==> src/rtl/life_board.sv <==
// Game of Life board: double-banked COLS x ROWS grid, B3/S23 generation one row per cycle,
// and registered VGA pixel colour. Define LIFE_GRIDLINES_EN to draw blue cell borders.
module life_board #(
    parameter int          COLS       = 20,
    parameter int          ROWS       = 15,
    parameter int          CELL_SHIFT = 5,
    parameter int          WRAP       = 1,
    parameter logic [2:0]  ALIVE_RGB  = 3'b111,
    parameter logic [2:0]  DEAD_RGB   = 3'b000
) (
    input  logic            clk,
    input  logic            rst_n,
    input  logic [9:0]      x,
    input  logic [9:0]      y,
    output logic [2:0]      rgb,
    input  logic            wr_en,
    input  logic [4:0]      wr_row,
    input  logic [COLS-1:0] wr_data,
    input  logic            step,
    output logic            busy,
    output logic            done,
    output logic [15:0]     gen_count
);

    localparam int RW = (ROWS > 1) ? $clog2(ROWS) : 1;
    localparam int CW = (COLS > 1) ? $clog2(COLS) : 1;
    localparam logic [RW-1:0] LAST_ROW = RW'(ROWS - 1);

    typedef enum logic [1:0] {IDLE, CALC, SWAP} state_t;

    state_t          state_r, state_s;
    logic [RW-1:0]   r_r;
    logic            sel_r;
    logic            busy_r;
    logic            done_r;
    logic [15:0]     gen_count_r;
    logic [2:0]      rgb_r;

    logic [COLS-1:0] bank0_r [ROWS];
    logic [COLS-1:0] bank1_r [ROWS];
    logic [COLS-1:0] cur_rows_s [ROWS];

    logic [COLS-1:0] up_s, mid_s, dn_s, next_row_s;
    logic            wr_ok_s;
    logic [9:0]      disp_col_s, disp_row_s;
    logic            in_grid_s;
    logic [COLS-1:0] row_bits_s;
    logic            cell_s;
    logic [2:0]      pix_s;

    // Neighbour from column c-1 moved into position c; the edge column wraps or reads dead.
    function automatic logic [COLS-1:0] from_west(input logic [COLS-1:0] v);
        logic [COLS-1:0] o;
        o    = v << 1;
        o[0] = (WRAP != 0) ? v[COLS-1] : 1'b0;
        return o;
    endfunction

    // Neighbour from column c+1 moved into position c.
    function automatic logic [COLS-1:0] from_east(input logic [COLS-1:0] v);
        logic [COLS-1:0] o;
        o         = v >> 1;
        o[COLS-1] = (WRAP != 0) ? v[0] : 1'b0;
        return o;
    endfunction

    assign rgb       = rgb_r;
    assign busy      = busy_r;
    assign done      = done_r;
    assign gen_count = gen_count_r;

    // Current-bank view shared by display, writes and the generation engine.
    always_comb begin
        for (int i = 0; i < ROWS; i++) begin
            cur_rows_s[i] = sel_r ? bank1_r[i] : bank0_r[i];
        end
    end

    // Rows r-1, r, r+1 of the current bank for the row being computed.
    always_comb begin
        mid_s = cur_rows_s[r_r];
        if (r_r == LAST_ROW) begin
            dn_s = (WRAP != 0) ? cur_rows_s[0] : '0;
        end else begin
            dn_s = cur_rows_s[r_r + RW'(1)];
        end
        if (r_r == RW'(0)) begin
            up_s = (WRAP != 0) ? cur_rows_s[LAST_ROW] : '0;
        end else begin
            up_s = cur_rows_s[r_r - RW'(1)];
        end
    end

    // B3/S23 rule for every column of the current row in parallel.
    always_comb begin
        logic [COLS-1:0] uw, ue, mw, me, dw, de;
        logic [3:0]      cnt;
        uw = from_west(up_s);
        ue = from_east(up_s);
        mw = from_west(mid_s);
        me = from_east(mid_s);
        dw = from_west(dn_s);
        de = from_east(dn_s);
        cnt = 4'd0;
        next_row_s = '0;
        for (int c = 0; c < COLS; c++) begin
            cnt = 4'(uw[c]) + 4'(up_s[c]) + 4'(ue[c]) + 4'(mw[c]) + 4'(me[c])
                + 4'(dw[c]) + 4'(dn_s[c]) + 4'(de[c]);
            next_row_s[c] = (cnt == 4'd3) || ((cnt == 4'd2) && mid_s[c]);
        end
    end

    // Next-state logic for IDLE -> CALC -> SWAP -> IDLE.
    always_comb begin
        state_s = state_r;
        case (state_r)
            IDLE: begin
                if (step) state_s = CALC;
                else      state_s = IDLE;
            end
            CALC: begin
                if (r_r == LAST_ROW) state_s = SWAP;
                else                 state_s = CALC;
            end
            SWAP:    state_s = IDLE;
            default: state_s = IDLE;
        endcase
    end

    // Control registers: state, row counter, bank select, status outputs.
    always_ff @(posedge clk or negedge rst_n) begin
        if (!rst_n) begin
            state_r     <= IDLE;
            r_r         <= '0;
            sel_r       <= 1'b0;
            busy_r      <= 1'b0;
            done_r      <= 1'b0;
            gen_count_r <= 16'd0;
        end else begin
            state_r <= state_s;
            busy_r  <= (state_s != IDLE);
            done_r  <= (state_r == SWAP);
            if (state_r == CALC && r_r != LAST_ROW) r_r <= r_r + RW'(1);
            else                                    r_r <= '0;
            if (state_r == SWAP) begin
                sel_r       <= ~sel_r;
                gen_count_r <= gen_count_r + 16'd1;
            end
        end
    end

    assign wr_ok_s = ({1'b0, wr_row} < 6'(ROWS));

    // Cell storage: loader writes hit the current bank, the engine fills the other one.
    always_ff @(posedge clk or negedge rst_n) begin
        if (!rst_n) begin
            for (int i = 0; i < ROWS; i++) begin
                bank0_r[i] <= '0;
                bank1_r[i] <= '0;
            end
        end else if (state_r == IDLE && wr_en && wr_ok_s) begin
            if (sel_r) bank1_r[wr_row[RW-1:0]] <= wr_data;
            else       bank0_r[wr_row[RW-1:0]] <= wr_data;
        end else if (state_r == CALC) begin
            if (sel_r) bank0_r[r_r] <= next_row_s;
            else       bank1_r[r_r] <= next_row_s;
        end
    end

    assign disp_col_s = x >> CELL_SHIFT;
    assign disp_row_s = y >> CELL_SHIFT;
    assign in_grid_s  = (disp_col_s < 10'(COLS)) && (disp_row_s < 10'(ROWS));

    // Pixel colour lookup for the current bank.
    always_comb begin
        row_bits_s = '0;
        cell_s     = 1'b0;
        pix_s      = DEAD_RGB;
        if (in_grid_s) begin
            row_bits_s = cur_rows_s[disp_row_s[RW-1:0]];
            cell_s     = row_bits_s[disp_col_s[CW-1:0]];
`ifdef LIFE_GRIDLINES_EN
            if (x[CELL_SHIFT-1:0] == '0 || y[CELL_SHIFT-1:0] == '0) begin
                pix_s = 3'b001;
            end else begin
                pix_s = cell_s ? ALIVE_RGB : DEAD_RGB;
            end
`else
            pix_s = cell_s ? ALIVE_RGB : DEAD_RGB;
`endif
        end else begin
            pix_s = DEAD_RGB;
        end
    end

    // Registered colour output.
    always_ff @(posedge clk or negedge rst_n) begin
        if (!rst_n) rgb_r <= 3'b000;
        else        rgb_r <= pix_s;
    end

endmodule

==> config.mk <==
export PLATFORM = sky130hd
export DESIGN_NAME = life_board
export DESIGN_NICKNAME = d
export VERILOG_FILES = /design/src/rtl/life_board.sv
export SDC_FILE = /design/constraint.sdc
export NUM_CORES = 2
export LEC_CHECK = 0
export CAP_MARGIN = 5
export CORE_AREA = 2 2 413 313
export CTS_CLUSTER_DIAMETER = 40
export DETAILED_ROUTE_END_ITERATION = 7
export DIE_AREA = 0 0 415 315
export SLEW_MARGIN = 40
export SYNTH_ARGS = -nofsm -noshare
export SYNTH_HDL_FRONTEND = slang
export SYNTH_SLANG_ARGS = --single-unit
==> constraint.sdc <==
create_clock -name clk -period 18.3 [get_ports clk]
set_input_delay 1.83 -clock clk [delete_from_list [all_inputs] [get_ports clk]]
set_output_delay 1.83 -clock clk [all_outputs]
set_load 0.05 [all_outputs]
== After elaboration in Yosys (flattened, before gate mapping) ==
Cells that the tools add are included.

* Flip-flop bits (word level): 628
* Word-level logic and storage cells: 350
* Bits of input ports: 49

* Mux-type cells: 53
* $add $sub $neg: 143
* Reduce and logical (&&, ||, !) cells: 53
* $lt $le $gt $ge: 11
* Bitwise gates (word level): 6
* Eq/ne operators: 47

{| class="wikitable"
|+ Operators by type and width
! kind !! count
|-
| $mux W300 || 8
|-
| $bwmux W300 || 4
|-
| $mux W20 || 27
|-
| $add A4 B1 Y4 || 80
|-
| $bmux W20 S4 || 4
|-
| $demux W20 S4 || 2
|-
| $eq A4 B2 Y1 const B || 40
|-
| $add A3 B1 Y4 || 20
|-
| $add A2 B1 Y3 || 20
|-
| $add A1 B1 Y2 || 20
|-
| $logic_and A1 B1 Y1 || 26
|-
| $ge A5 B5 Y1 const B || 5
|-
| $not A4 Y5 || 5
|-
| $logic_or A1 B1 Y1 || 20
|-
| $add A16 B1 Y16 const B || 1
|-
| $lt A5 B1 Y1 const B || 2
|-
| $lt A5 B4 Y1 const B || 2
|-
| $lt A5 B6 Y1 const B || 1
|-
| $mux W3 || 2
|-
| $reduce_and A3 Y1 || 2
|-
| $reduce_bool A2 Y1 || 3
|-
| $bmux W1 S5 || 1
|-
| $lt A5 B5 Y1 const B || 1
|-
| $add A4 B1 Y4 const B || 1
|-
| other kinds (14) || 16
|}

== Depth between registers and ports, before layout ==
* Depth after elaboration: 20
* Depth in mapped cells: 28

== Worst setup path before layout ==
No wires, ideal clock.

* Kind: register -> register
* From: register r_r[0]
* To: register bank0_r[268] (netlist name)
* Period minus slack after synthesis: 7.238 ns
* Arrival time: 7.092 ns
* Slack: 11.062 ns
* Cell stages (with the launch flop): 27
* Required time: 18.154 ns
* Library setup time: 0.146 ns
* Cell sequence: dfrtp_1 buf_2 inv_1 buf_2 buf_2 buf_2 buf_1 ha_1 buf_2 xor2_2 buf_2 buf_2 buf_1 nand2_1 o21ai_0 a221oi_1 o32ai_1 fa_1 fa_1 fa_1 ha_1 fa_1 nand3_1 o21ai_0 o211ai_1 buf_2 o221ai_1

* Word-level cells in the longest chain between the ends: 20

{| class="wikitable"
|+ Ends and longest elaborated chain
! element !! RTL line !! source
|-
| start: declaration || 32 || <nowiki>logic [RW-1:0] r_r;</nowiki>
|-
| start signal: assignment || 143 || <nowiki>if (state_r == CALC && r_r != LAST_ROW) r_r <= r_r + RW'(1);</nowiki>
|-
| $sub A4 B1 Y4 || 90 || <nowiki>up_s = cur_rows_s[r_r - RW'(1)];</nowiki>
|-
| $not A4 Y5 (implied by the code) || 90 ||
|-
| $bmux W20 S4 || 90 ||
|-
| $mux W20 (implied by the code) (2 in series) || 90 ||
|-
| $mux W20 || 87 || <nowiki>if (r_r == RW'(0)) begin</nowiki>
|-
| $add A1 B1 Y2 || 107 || <nowiki>cnt = 4'(uw[c]) + 4'(up_s[c]) + 4'(ue[c]) + 4'(mw[c]) + 4'(me[c])</nowiki>
|-
| $add A2 B1 Y3 || 107 ||
|-
| $add A3 B1 Y4 || 107 ||
|-
| $add A4 B1 Y4 || 107 ||
|-
| $add A4 B1 Y4 (3 in series) || 108 || <nowiki>+ 4'(dw[c]) + 4'(dn_s[c]) + 4'(de[c]);</nowiki>
|-
| $eq A4 B2 Y1 || 109 || <nowiki>next_row_s[c] = (cnt == 4'd3) || ((cnt == 4'd2) && mid_s[c]);</nowiki>
|-
| $logic_and A1 B1 Y1 || 109 ||
|-
| $logic_or A1 B1 Y1 || 109 ||
|-
| $bwmux W300 (*) || 165 || <nowiki>if (sel_r) bank0_r[r_r] <= next_row_s;</nowiki>
|-
| $mux W300 (*) || 165 ||
|-
| $mux W300 (*) || 164 || <nowiki>end else if (state_r == CALC) begin</nowiki>
|-
| $mux W300 (*) || 161 || <nowiki>end else if (state_r == IDLE && wr_en && wr_ok_s) begin</nowiki>
|-
| end signal: indexed assignment || 163 || <nowiki>else bank0_r[wr_row[RW-1:0]] <= wr_data;</nowiki>
|-
| end signal: indexed assignment || 165 ||
|-
| end: declaration || 39 || <nowiki>logic [COLS-1:0] bank0_r [ROWS];</nowiki>
|}

Mark *: on every way between the ends. The rest lies on a longest branch, timed or not. The select of a mux whose other input is x is not followed.
A chain may end at the register's enable or synchronous reset.

== Worst setup path after layout ==
* From: register sel_r
* To: register bank1_r[179] (netlist name)

* Word-level cells in the longest chain between the ends: 19

{| class="wikitable"
|+ Ends and longest elaborated chain
! element !! RTL line !! source
|-
| start: declaration || 33 || <nowiki>logic sel_r;</nowiki>
|-
| start signal: assignment || 146 || <nowiki>sel_r <= ~sel_r;</nowiki>
|-
| $mux W20 || 75 || <nowiki>cur_rows_s[i] = sel_r ? bank1_r[i] : bank0_r[i];</nowiki>
|-
| $bmux W20 S4 || 90 ||
|-
| $mux W20 (implied by the code) (2 in series) || 90 ||
|-
| $mux W20 || 87 ||
|-
| $add A1 B1 Y2 || 107 ||
|-
| $add A2 B1 Y3 || 107 ||
|-
| $add A3 B1 Y4 || 107 ||
|-
| $add A4 B1 Y4 || 107 ||
|-
| $add A4 B1 Y4 (3 in series) || 108 ||
|-
| $eq A4 B2 Y1 || 109 ||
|-
| $logic_and A1 B1 Y1 || 109 ||
|-
| $logic_or A1 B1 Y1 || 109 ||
|-
| $bwmux W300 || 166 || <nowiki>else bank1_r[r_r] <= next_row_s;</nowiki>
|-
| $mux W300 || 165 ||
|-
| $mux W300 || 164 ||
|-
| $mux W300 || 161 ||
|-
| end signal: indexed assignment || 162 || <nowiki>if (sel_r) bank1_r[wr_row[RW-1:0]] <= wr_data;</nowiki>
|-
| end signal: indexed assignment || 166 ||
|-
| end: declaration || 40 || <nowiki>logic [COLS-1:0] bank1_r [ROWS];</nowiki>
|}

Several ways; a longest one is shown, not always the timed one. The select of a mux whose other input is x is not followed.

==> impl_results.md <==
* Post-CTS setup buffers at 0
* Boundary Pins at 70
* Mapped Cells at 4,065
* Mean post-synth cell area at 10.83 µm²
* Post-synth cell types at 80
* Count of buffers from port buffering at 59
* Core ar. at 0.1272 mm²
* Hold Crit Start: gen_count[15]
* Post-DRT Antenna Nets at 0
* #FFs+latches synth at 626
* Final #Nets at 4,099
* Post-CTS Resized at 0
* Iteration-0 DRC Markers at 7,177
* Setup Skew at 0.04987 ns
* Die area at 0.1307 mm²
* Setup TNS at 0 ns
* Vias/cell at 7.215
* WL/cell at 37.24 µm
* Hold Crit Class: reg2reg
* # DRC at 0
* Fill cell count at 12,380
* Post-synth net total at 4,260
* R2R Path Start: sel_r
* Post-synthesis sequential area ratio at 0.3559
* Row Count at 114
* Post-synthesis compound-gate area fraction at 0.2157
* Final Max Slew Viols at 0
* Synth top area cells: dfrtp_1 36%, mux4_2 18%, a22oi_1 8.0%
* Share of cells above drive strength 1 at 0.2214
* Post-synth top area cell: dfrtp_1
* Slew headroom at 0.3266
* CP Capture Type: flip-flop
* # hold bufs at CTS at 0
* Yosys warnings at 0
* Crit-path max FO at 79
* Post-synth EDFFs at 0
* Drt pass-1 iters at 7
* Post-synthesis mux area share at 0.2442
* Worst Setup Start Kind: flip-flop
* CTS tree: yes
* Maxcap violations at 0
* Width of the die at 415 µm
* Critical Path Start: sel_r
* Async SR Flop Fraction at 1.000
* Final Hold Vio Count at 0
* Via count at 40,940
* Routability cong. at 1.005
* Vias in the first global route at 37,890
* Insertion delay to the later sink of the worst-skew pair at 0.73 ns
* Simple-gate portion of the synthesized area at 0.06987
* Max H-tree Level at 3
* Initial antenna violation count at 10
* Total clock sinks at 626
* Initial Utilization at 0.3459
* Worst-path clk slew at 0.06 ns
* Area growth from synthesis to layout at 13.09%
* Largest net degree at the start of global routing at 97
* Final setup fails at 0
* First-pass GRT wire length at 293,700 µm
* Fin crit share at 0.4352
* Critical path required time at 18.86 ns
* GRT Total Usage at 0.3157
* Data arrival, critical path at 8.53 ns
* Gr ovfl total at 0
* DP Wirelength at 134,800 µm
* Total Wirelength at 211,300 µm
* Status: completed
* Largest family of logic cells by synthesized area: multiplexers
* Ys flop type: dfrtp_1
* Clock Path Buffers at 3
* Num CTS Buffers at 99
* Synth Area in Adders at 0.05515
* Minimum clock period at 7.964 ns
* Share of the synthesized area in the top cell type at 0.3559
* Worst slew pin tran at 1.010 ns
* Die H at 315 µm
* Fmax at 125.6 MHz
* Mapped Area at 0.04401 mm²
* Synth Area in XOR/XNOR at 0.004548
* Clock root buffer: clkbuf_16
* RSZ-0062 raised after global routing: no
* Kind of critical path: reg2reg
## path summary, 6_finish.rpt
kind / cells after the start / to / slack (ns)
worst max-delay path: 20 / bank1_r[179] / 10.34
worst min-delay path: 1 / gen_count[15] / 0.48
worst max register to register: 20 / bank1_r[179] / 10.34
worst min register to register: 1 / gen_count[15] / 0.48
max in group asynchronous: 4 / bank0_r[283] / 15.06
min in group asynchronous: 1 / busy / 0.99
## layout by cell type (no fill, tap or decap), types with 82 or more instances in the layout
master     Yosys  routed
a22oi_1      471     471
nand2_1      373     344
a21oi_1       87      82
buf_4         17     135
nor2_1       136     128
mux4_2       358     358
o21ai_0      502     500
dfrtp_1      626     621
o221ai_1     168     168
mux2i_1      195     193
clkbuf_16      0      99
## area by class of cell
| type | count | area (µm²) | area share |
|---|---|---|---|
| Timing Repair Buffer | 223 | 2022 | 0.04062 |
| Tap cell | 1682 | 2105 | 0.04228 |
| Inverter | 37 | 140.1 | 0.002815 |
| Sequential cell | 626 | 15680 | 0.3149 |
| Multi-Input combinational cell | 2917 | 26380 | 0.5300 |
| Clock buffer | 122 | 2664 | 0.05351 |
| Antenna cell | 4 | 10.01 | 0.0002011 |
| Clock inverter | 63 | 780.7 | 0.01568 |
## kinds of logic (layout without fill, tap and decap cells)
kind of cell | after synthesis | count (layout)
and+or+nand+nor | 704 | 704
DFF | 626 | 626
buffers and inverters | 522 | 445
AOI/OAI and AO/OA | 1427 | 1427
other | 0 | 4
muxes | 618 | 618
adders and majority gates | 146 | 146
xor gates and xnor gates | 22 | 22
## critical path: stages, from the launching register on
cell and delay, ns:
dfrtp_4 0.60, buf_12 0.34, buf_16 0.45, buf_6 0.62
buf_6 0.64, mux2i_1 0.65, mux2i_1 0.19, mux4_2 0.51
a211oi_1 0.31, a21o_1 0.21, fa_1 0.47, fa_1 0.52
fa_1 0.54, inv_1 0.04, ha_1 0.22, fa_1 0.44
nand3_1 0.07, o21ai_0 0.08, o211ai_1 0.11, buf_4 0.42
o21ai_0 0.15
## cell usage after synthesis, drive strengths merged (10+ instances only)
master,count
o21ai,528
xnor2,14
mux2i,195
or2,18
o32ai,10
mux2,65
inv,35
and2,10
nand3,63
or3,16
clkbuf,341
o221ai,168
nor3,10
o211ai,35
nand2,373
nor2b,34
dfrtp,626
mux4,358
o22ai,13
a221oi,26
ha,66
a22oi,471
fa,80
nor2,144
a21oi,87
buf,144
a211oi,19
## stage by stage
| stage | utilization | worst slack [ns] | hold slack (ns) | cells | cell area [µm²] |
|---|---|---|---|---|---|
| finish | 0.3912 | 10.34 | 0.4777 | 5674 | 49780 |
| global route | 0.3912 | 9.928 | 0.4990 | 5671 | 49770 |
| CTS | 0.3895 | 10.07 | 0.4824 | 5664 | 49550 |
| detailed placement | 0.3624 | 10.08 | 0.4696 | 5479 | 46110 |
| global placement | 0.3597 | 9.741 | 0.4553 | 5469 | 45770 |
| floorplan | - | 11.06 | 0.4319 | 4065 | 44010 |
## sequential cells by signal (all words and copies together), names as in the netlist
register,flops
done,1
rgb,1
r_r,4
bank0_r,300
gen_count,16
state_r,2
busy,1
sel_r,1
bank1_r,300
## routing by layer
layer / GRT usage / wire [µm] / up-vias
met3: 0.1893 / 41120 / 786
met2: 0.4114 / 81480 / 4013
met1: 0.4052 / 75850 / 20540
li1: - / - / 15590
met4: 0.1587 / 12490 / 10
met5: 0.007573 / 372 / -
Power is left out: the tool's default activity adds up to more than one toggle a clock period on the data nets, which glitch-free logic cannot reach.
